[src/rtl/binary_to_gray_pkg.sv]
// -----------------------------------------------------------------------------
// binary_to_gray_pkg
//
// Purpose:
//    Shared constants and conversion helpers for the binary-to-Gray converter.
//    The helpers work on a fixed wide vector (GRAY_WIDTH_MAX bits). Callers
//    zero-extend their operand into it and truncate the result back to their
//    own width. Zero-extension keeps both conversions exact for any
//    WIDTH <= GRAY_WIDTH_MAX, because the extra upper bits stay zero.
//
// Contents:
//    GRAY_WIDTH_DEFAULT : standard converter width (4 bits).
//    GRAY_WIDTH_MAX     : widest width the helpers support.
//    bin2gray(value)    : reflected Gray code, value ^ (value >> 1).
//    gray2bin(value)    : inverse conversion, prefix XOR from the MSB downward.
// -----------------------------------------------------------------------------
package binary_to_gray_pkg;

   localparam int GRAY_WIDTH_DEFAULT = 4;
   localparam int GRAY_WIDTH_MAX     = 64;

   typedef logic [GRAY_WIDTH_MAX-1:0] gray_word_t;

   // Logical shift: the MSB of the Gray code equals the MSB of the binary
   // input, and each lower bit is the XOR of two adjacent binary bits.
   function automatic gray_word_t bin2gray(input gray_word_t value);
      return value ^ (value >> 1);
   endfunction

   // Each binary bit is the XOR of every Gray bit at or above its position.
   // Walking downward from the MSB reuses the running result.
   function automatic gray_word_t gray2bin(input gray_word_t value);
      gray_word_t result;
      result[GRAY_WIDTH_MAX-1] = value[GRAY_WIDTH_MAX-1];
      for (int i = GRAY_WIDTH_MAX - 2; i >= 0; i--) begin
         result[i] = result[i+1] ^ value[i];
      end
      return result;
   endfunction

endpackage : binary_to_gray_pkg

[src/rtl/gray_to_binary.sv]
// -----------------------------------------------------------------------------
// gray_to_binary
//
// Purpose:
//    Purely combinational reflected-Gray-to-binary decoder. It is used by the
//    converter's optional round-trip checker (BTG_SELF_CHECK_EN).
//
// Parameters:
//    WIDTH     : code width, 1 .. GRAY_WIDTH_MAX.
//
// Ports:
//    i_gray    : input  [WIDTH-1:0] Gray-coded value.
//    o_binary  : output [WIDTH-1:0] equivalent unsigned binary value.
// -----------------------------------------------------------------------------
module gray_to_binary
   import binary_to_gray_pkg::*;
#(
   parameter int WIDTH = GRAY_WIDTH_DEFAULT
) (
   input  logic [WIDTH-1:0] i_gray,
   output logic [WIDTH-1:0] o_binary
);

   // Zero-extending into the wide helper leaves the prefix XOR unchanged in
   // the low WIDTH bits, so truncating the result gives the exact answer.
   assign o_binary = WIDTH'(gray2bin(GRAY_WIDTH_MAX'(i_gray)));

endmodule : gray_to_binary

[src/rtl/binary_to_gray.sv]
// -----------------------------------------------------------------------------
// binary_to_gray
//
// Purpose:
//    Registered binary-to-reflected-Gray-code converter with a valid
//    qualifier. It sits ahead of clock-domain crossings and position encoders.
//    The data path is combinational XOR logic followed by one register stage,
//    so every accepted input produces its result exactly one clock later.
//    There is no backpressure: every valid input is accepted, and back-to-back
//    valid inputs produce one result per cycle.
//
// Parameters:
//    WIDTH      : width of binary_in and gray_out (1 .. GRAY_WIDTH_MAX).
//
// Ports:
//    clk        : input,  single clock; all state updates on its rising edge.
//    rst        : input,  synchronous active-high reset. It takes priority
//                 over in_valid.
//    binary_in  : input  [WIDTH-1:0], unsigned binary value to convert.
//    in_valid   : input,  binary_in is valid this cycle.
//    gray_out   : output [WIDTH-1:0], registered Gray code of the last
//                 accepted binary_in. It holds while in_valid is low.
//    out_valid  : output, gray_out was updated on the previous edge.
//    check_err  : output (BTG_SELF_CHECK_EN only). Registered, sticky
//                 round-trip error flag, cleared only by rst.
//
// Configuration:
//    BTG_SELF_CHECK_EN : when defined, adds a shadow copy of each accepted
//                        input. It also decodes gray_out back to binary and
//                        flags any disagreement on check_err. The core data
//                        path is the same in both builds.
// -----------------------------------------------------------------------------
module binary_to_gray
   import binary_to_gray_pkg::*;
#(
   parameter int WIDTH = GRAY_WIDTH_DEFAULT
) (
   input  logic             clk,
   input  logic             rst,
   input  logic [WIDTH-1:0] binary_in,
   input  logic             in_valid,
   output logic [WIDTH-1:0] gray_out,
   output logic             out_valid
`ifdef BTG_SELF_CHECK_EN
   ,
   output logic             check_err
`endif
);

   // --------------------------------------------------------------------------
   // Core data path: XOR encode, then one register stage.
   // --------------------------------------------------------------------------
   logic [WIDTH-1:0] w_gray_next;
   logic [WIDTH-1:0] r_gray_out;
   logic             r_out_valid;

   assign w_gray_next = WIDTH'(bin2gray(GRAY_WIDTH_MAX'(binary_in)));

   // Reset wins over in_valid, so an input sampled on a reset edge is dropped.
   // When in_valid is low, the code holds and only the qualifier drops.
   always_ff @(posedge clk) begin
      if (rst) begin
         r_gray_out  <= '0;
         r_out_valid <= 1'b0;
      end else begin
         // NOTE: registers use non-blocking assignments so every flop samples
         // the values from before the edge, whatever the statement order.
         r_out_valid <= in_valid;
         if (in_valid) begin
            r_gray_out <= w_gray_next;
         end
      end
   end

   assign gray_out  = r_gray_out;
   assign out_valid = r_out_valid;

`ifdef BTG_SELF_CHECK_EN
   // --------------------------------------------------------------------------
   // Round-trip checker: decode the registered code and compare it with a
   // shadow of the binary value that produced it.
   // --------------------------------------------------------------------------
   logic [WIDTH-1:0] r_shadow_bin;
   logic [WIDTH-1:0] w_roundtrip_bin;
   logic             w_mismatch;
   logic             r_check_err;

   gray_to_binary #(
      .WIDTH    (WIDTH)
   ) u_gray_to_binary (
      .i_gray   (r_gray_out),
      .o_binary (w_roundtrip_bin)
   );

   // Compare only while out_valid is high. During hold cycles the shadow and
   // the code are both stale but still consistent.
   assign w_mismatch = r_out_valid && (w_roundtrip_bin != r_shadow_bin);

   always_ff @(posedge clk) begin
      if (rst) begin
         // NOTE: the shadow is reset along with the flag, so the comparison
         // never sees X, even before the first accepted input.
         r_shadow_bin <= '0;
         r_check_err  <= 1'b0;
      end else begin
         if (in_valid) begin
            r_shadow_bin <= binary_in;
         end
         if (w_mismatch) begin
            r_check_err <= 1'b1;
         end
      end
   end

   assign check_err = r_check_err;
`endif

endmodule : binary_to_gray

[config.mk]
export PLATFORM = sky130hd
export DESIGN_NAME = binary_to_gray
export DESIGN_NICKNAME = d
export VERILOG_FILES = /design/src/rtl/binary_to_gray_pkg.sv /design/src/rtl/gray_to_binary.sv /design/src/rtl/binary_to_gray.sv
export SDC_FILE = /design/constraint.sdc
export NUM_CORES = 1
export LEC_CHECK = 0
export ABC_AREA = 1
export BUFFER_PORTS_ARGS = -buffer_cell sky130_fd_sc_hd__buf_2
export CELL_PAD_IN_SITES_DETAIL_PLACEMENT = 2
export CELL_PAD_IN_SITES_GLOBAL_PLACEMENT = 2
export CORE_AREA = 2 2 39 41
export CTS_CLUSTER_DIAMETER = 120
export DETAILED_ROUTE_END_ITERATION = 10
export DIE_AREA = 0 0 41 43
export GPL_ROUTABILITY_DRIVEN = 0
export PLACE_DENSITY_LB_ADDON = 0.1
export REMOVE_ABC_BUFFERS = 1
export SYNTH_ARGS = -nofsm -noshare
export SYNTH_HDL_FRONTEND = slang
export SYNTH_SLANG_ARGS = --single-unit
[constraint.sdc]
create_clock -name clk -period 1.5 [get_ports clk]
set_input_delay 0.45 -clock clk [delete_from_list [all_inputs] [get_ports clk]]
set_output_delay 0.45 -clock clk [all_outputs]
set_load 0.03 [all_outputs]
# After elaboration in Yosys (flattened, before gate mapping)
# Cells that the tools add are included.
dict set report totals {
  reg_bits 5
  latch_bits 0
  ram_bits 0
  mem_bits_ro 0
  output_inout_bits 5
  word_cells 3
  memories 0
}
dict set report op_classes {
  n_addsub 0
  n_mul 0
  div_mod_pow 0
  n_lt_le_gt_ge 0
  n_eq_ne 0
  shifts 0
  n_mux 0
  n_bitwise 1
  reduce_logical 0
}
# operator n
set ops {}
lappend ops {{$xor 4x3->4} 1}

# Longest topological paths before layout
dict set report depth {
  depth_word 1
  depth_mapped 5
  depth_no_buf 5
}

# Least setup slack after synthesis
# Ideal clock, no wire load.
dict set report synth_timing {
  path_type {register -> output}
  startpoint {register r_gray_out[0], in the netlist gray_out[0]}
  endpoint {output gray_out[0]}
  t_arrival_ps 475
  required_time_ps 1050
  setup_slack_ps 575
  path_stages_with_launch 1
  cell_sequence {dfxtp_1}
}
# element line_no
set synth_rtl {}
lappend synth_rtl {{start, declared} binary_to_gray.sv:54} ;# logic [WIDTH-1:0] r_gray_out;
lappend synth_rtl {{start signal, assigned} binary_to_gray.sv:70} ;# r_gray_out <= w_gray_next;
lappend synth_rtl {{end, declared} binary_to_gray.sv:42} ;# output logic [WIDTH-1:0] gray_out,
# No word-level cell between the ends.

# Worst setup path in the final report
dict set report layout_timing {
  startpoint {register r_gray_out[3], in the netlist gray_out[3]}
  endpoint {output gray_out[3]}
}
# No word-level cell between the ends.

==> metrics.txt <==
crit path time final between 1 and 1.5 ns; vias per inst ~3.8; ANT nets after route 0; Min-Delay Path Class primary input to register; cell count after synthesis 36; Die W about 40 um; ratio of final minimum period to clock period about four fifths; Sink Count 5; sequential share of the synthesized area ~44%; first-pass GRT wire length about 980 um; WP data arrival ~0.76 ns; Starting DRT DRC Count 2; post-layout net count 58; Worst setup startpoint gray_out[3]; DRC 0; Rel. slew slack approximately nine tenths; outcome completed; Pwr Density ~1100 mW/mm^2; die area 0.00176 mm^2; sw power between 90 and 100 uW; fmax slightly above 800 MHz; initial antenna violation count 0; worst path bufs/invs 1; PortBufs 11; post-CTS setup buffer count 0; Synth cell types 8; CTS tree yes; startpoint types register; max_cap viols 0; Antenna Cells 0; Pre-Repair DR Iteration Count 2; final setup skew 0 ns; Die Ht 43 um; FF+latch count, synth 5; # hold bufs at CTS 0; crit-path max FO 2; post-DR wirelength/cell between 9 and 10 um; number of H-tree levels 1; largest net degree at the start of global routing 9; slowest stage delay, CP approximately 0.32 ns; R2R Path Start gray_out[1]; Pleak between 0.00015 and 0.0002 uW; worst-skew pair later-pin latency roughly 0.24 ns; WL final about 620 um; final hold vios 0; Max clock buf depth 2; Core ar. 0.00138 mm^2; Int Power roughly 260 uW; Worst path top cell family by delay flip-flops; via count between 200 and 300; CTS root buffer clkbuf_4; gr usage total 8.64%; mean post-synth cell area 6.36 um^2; CP Cell Sequence buf_2; Slew Limit Fails 0; most area-hungry cell type in the Yosys netlist dfxtp_1; Critical Path RT approximately 1.1 ns; area growth from synthesis to layout 39.3%; GRT overflow 0; PostCTS Resize Cnt 0; Top Ports 12; setup repair after global routing missed its margin no; Final HPWL DP between 500 and 600 um; share of layout cells above drive strength 1 30.0%; top post-synthesis cells by area dfxtp_1, nand2_1, inv_1; Row Count 14; Sw Share 27.2%; synthesized area about 230 um^2; WS Path Type register to primary output; Worst Setup End Kind primary output; initial core utilization 16.5%; Clock Pin Slew Worst Setup and Hold Paths ~0.04 ns; YS warnings 0; CTS Buf Count 3; Clk pwr share a little over two fifths; Fin Setup TNS 0 ns; slowest cell on the critical path dfxtp_1; Max rail drop VDD around 0.31 mV; share of the synthesized area in the top cell type about 44%; Gate power share around 18%; endpoints failing setup 0; Least-Margin Pin Slew between 0.15 and 0.2 ns; hold_sp rst; Seq pwr share 40.2%; setup slack, reg-to-reg approximately 0.86 ns; number of global-route vias before repair approximately 250; Finished Core Util around 23%
[final timing paths]
check,depth (start not counted),to
max,1,gray_out[3]
min,2,out_valid
max reg2reg,4,gray_out[1]
min reg2reg,2,gray_out[3]
[Yosys cell counts (all sizes together)]
cell   count
dfxtp      5
nor2       7
nand2     11
buf        1
inv        8
nand3      3
a21oi      1
[through the flow]
step | hold WS, ns | instance area [um^2] | worst slack, ns | cells | power, uW
floorplan | 0.519 | 218 | 0.575 | 35 | 186
global placement | 0.449 | 293 | 0.547 | 62 | 211
detailed placement | 0.476 | 293 | 0.514 | 62 | 214
CTS | 0.445 | 319 | 0.276 | 66 | 373
global route | 0.459 | 319 | 0.249 | 66 | 392
finish | 0.441 | 319 | 0.295 | 66 | 363
[placed cells by master, fill, tap and decap left out]
master / n
nand2_1: 11
buf_2: 11
inv_1: 7
nor2_1: 7
dfxtp_1: 5
nand3_1: 3
clkbuf_4: 3
inv_2: 1
a21oi_1: 1
clkbuf_1: 1
[power by group through the flow]
| stage | logic (uW) | registers (uW) | clock network, uW |
|---|---|---|---|
| finish | 64.3 | 146 | 153 |
| floorplan | 20.1 | 166 | 0 |
| global route | 72.0 | 146 | 173 |
| global placement | 63.2 | 148 | 0 |
| CTS | 66.2 | 146 | 160 |
| detailed placement | 65.9 | 148 | 0 |
[cell families after synthesis]
kind of cell	share of synthesized area (%)
AOI/OAI and AO/OA	2.18
and+or+nand+nor	36.1
buffers and inverters	18.0
DFF	43.7
[registers in the layout, indices dropped and copies added (netlist names)]
name	count
out_valid	1
gray_out	4
[per-layer routing]
layer | share of wire (%) | global-route usage (%) | up-vias
met5 | 0 | 0 | -
met4 | 0 | 8.00 | 0
met3 | 5.1 | 3.14 | 0
met2 | 53 | 11.6 | 5
met1 | 42 | 10.0 | 117
li1 | - | - | 130
[layout make-up]
| type | count | area (um^2) |
|---|---|---|
| Clock buffer | 4 | 26.3 |
| Fill cell | 182 | 1060 |
| Tap cell | 16 | 20.0 |
| Sequential cell | 5 | 100 |
| Timing Repair Buffer | 11 | 55.1 |
| Inverter | 8 | 30.0 |
| Multi-Input combinational cell | 22 | 87.6 |
(Power assumes the default switching activity.)
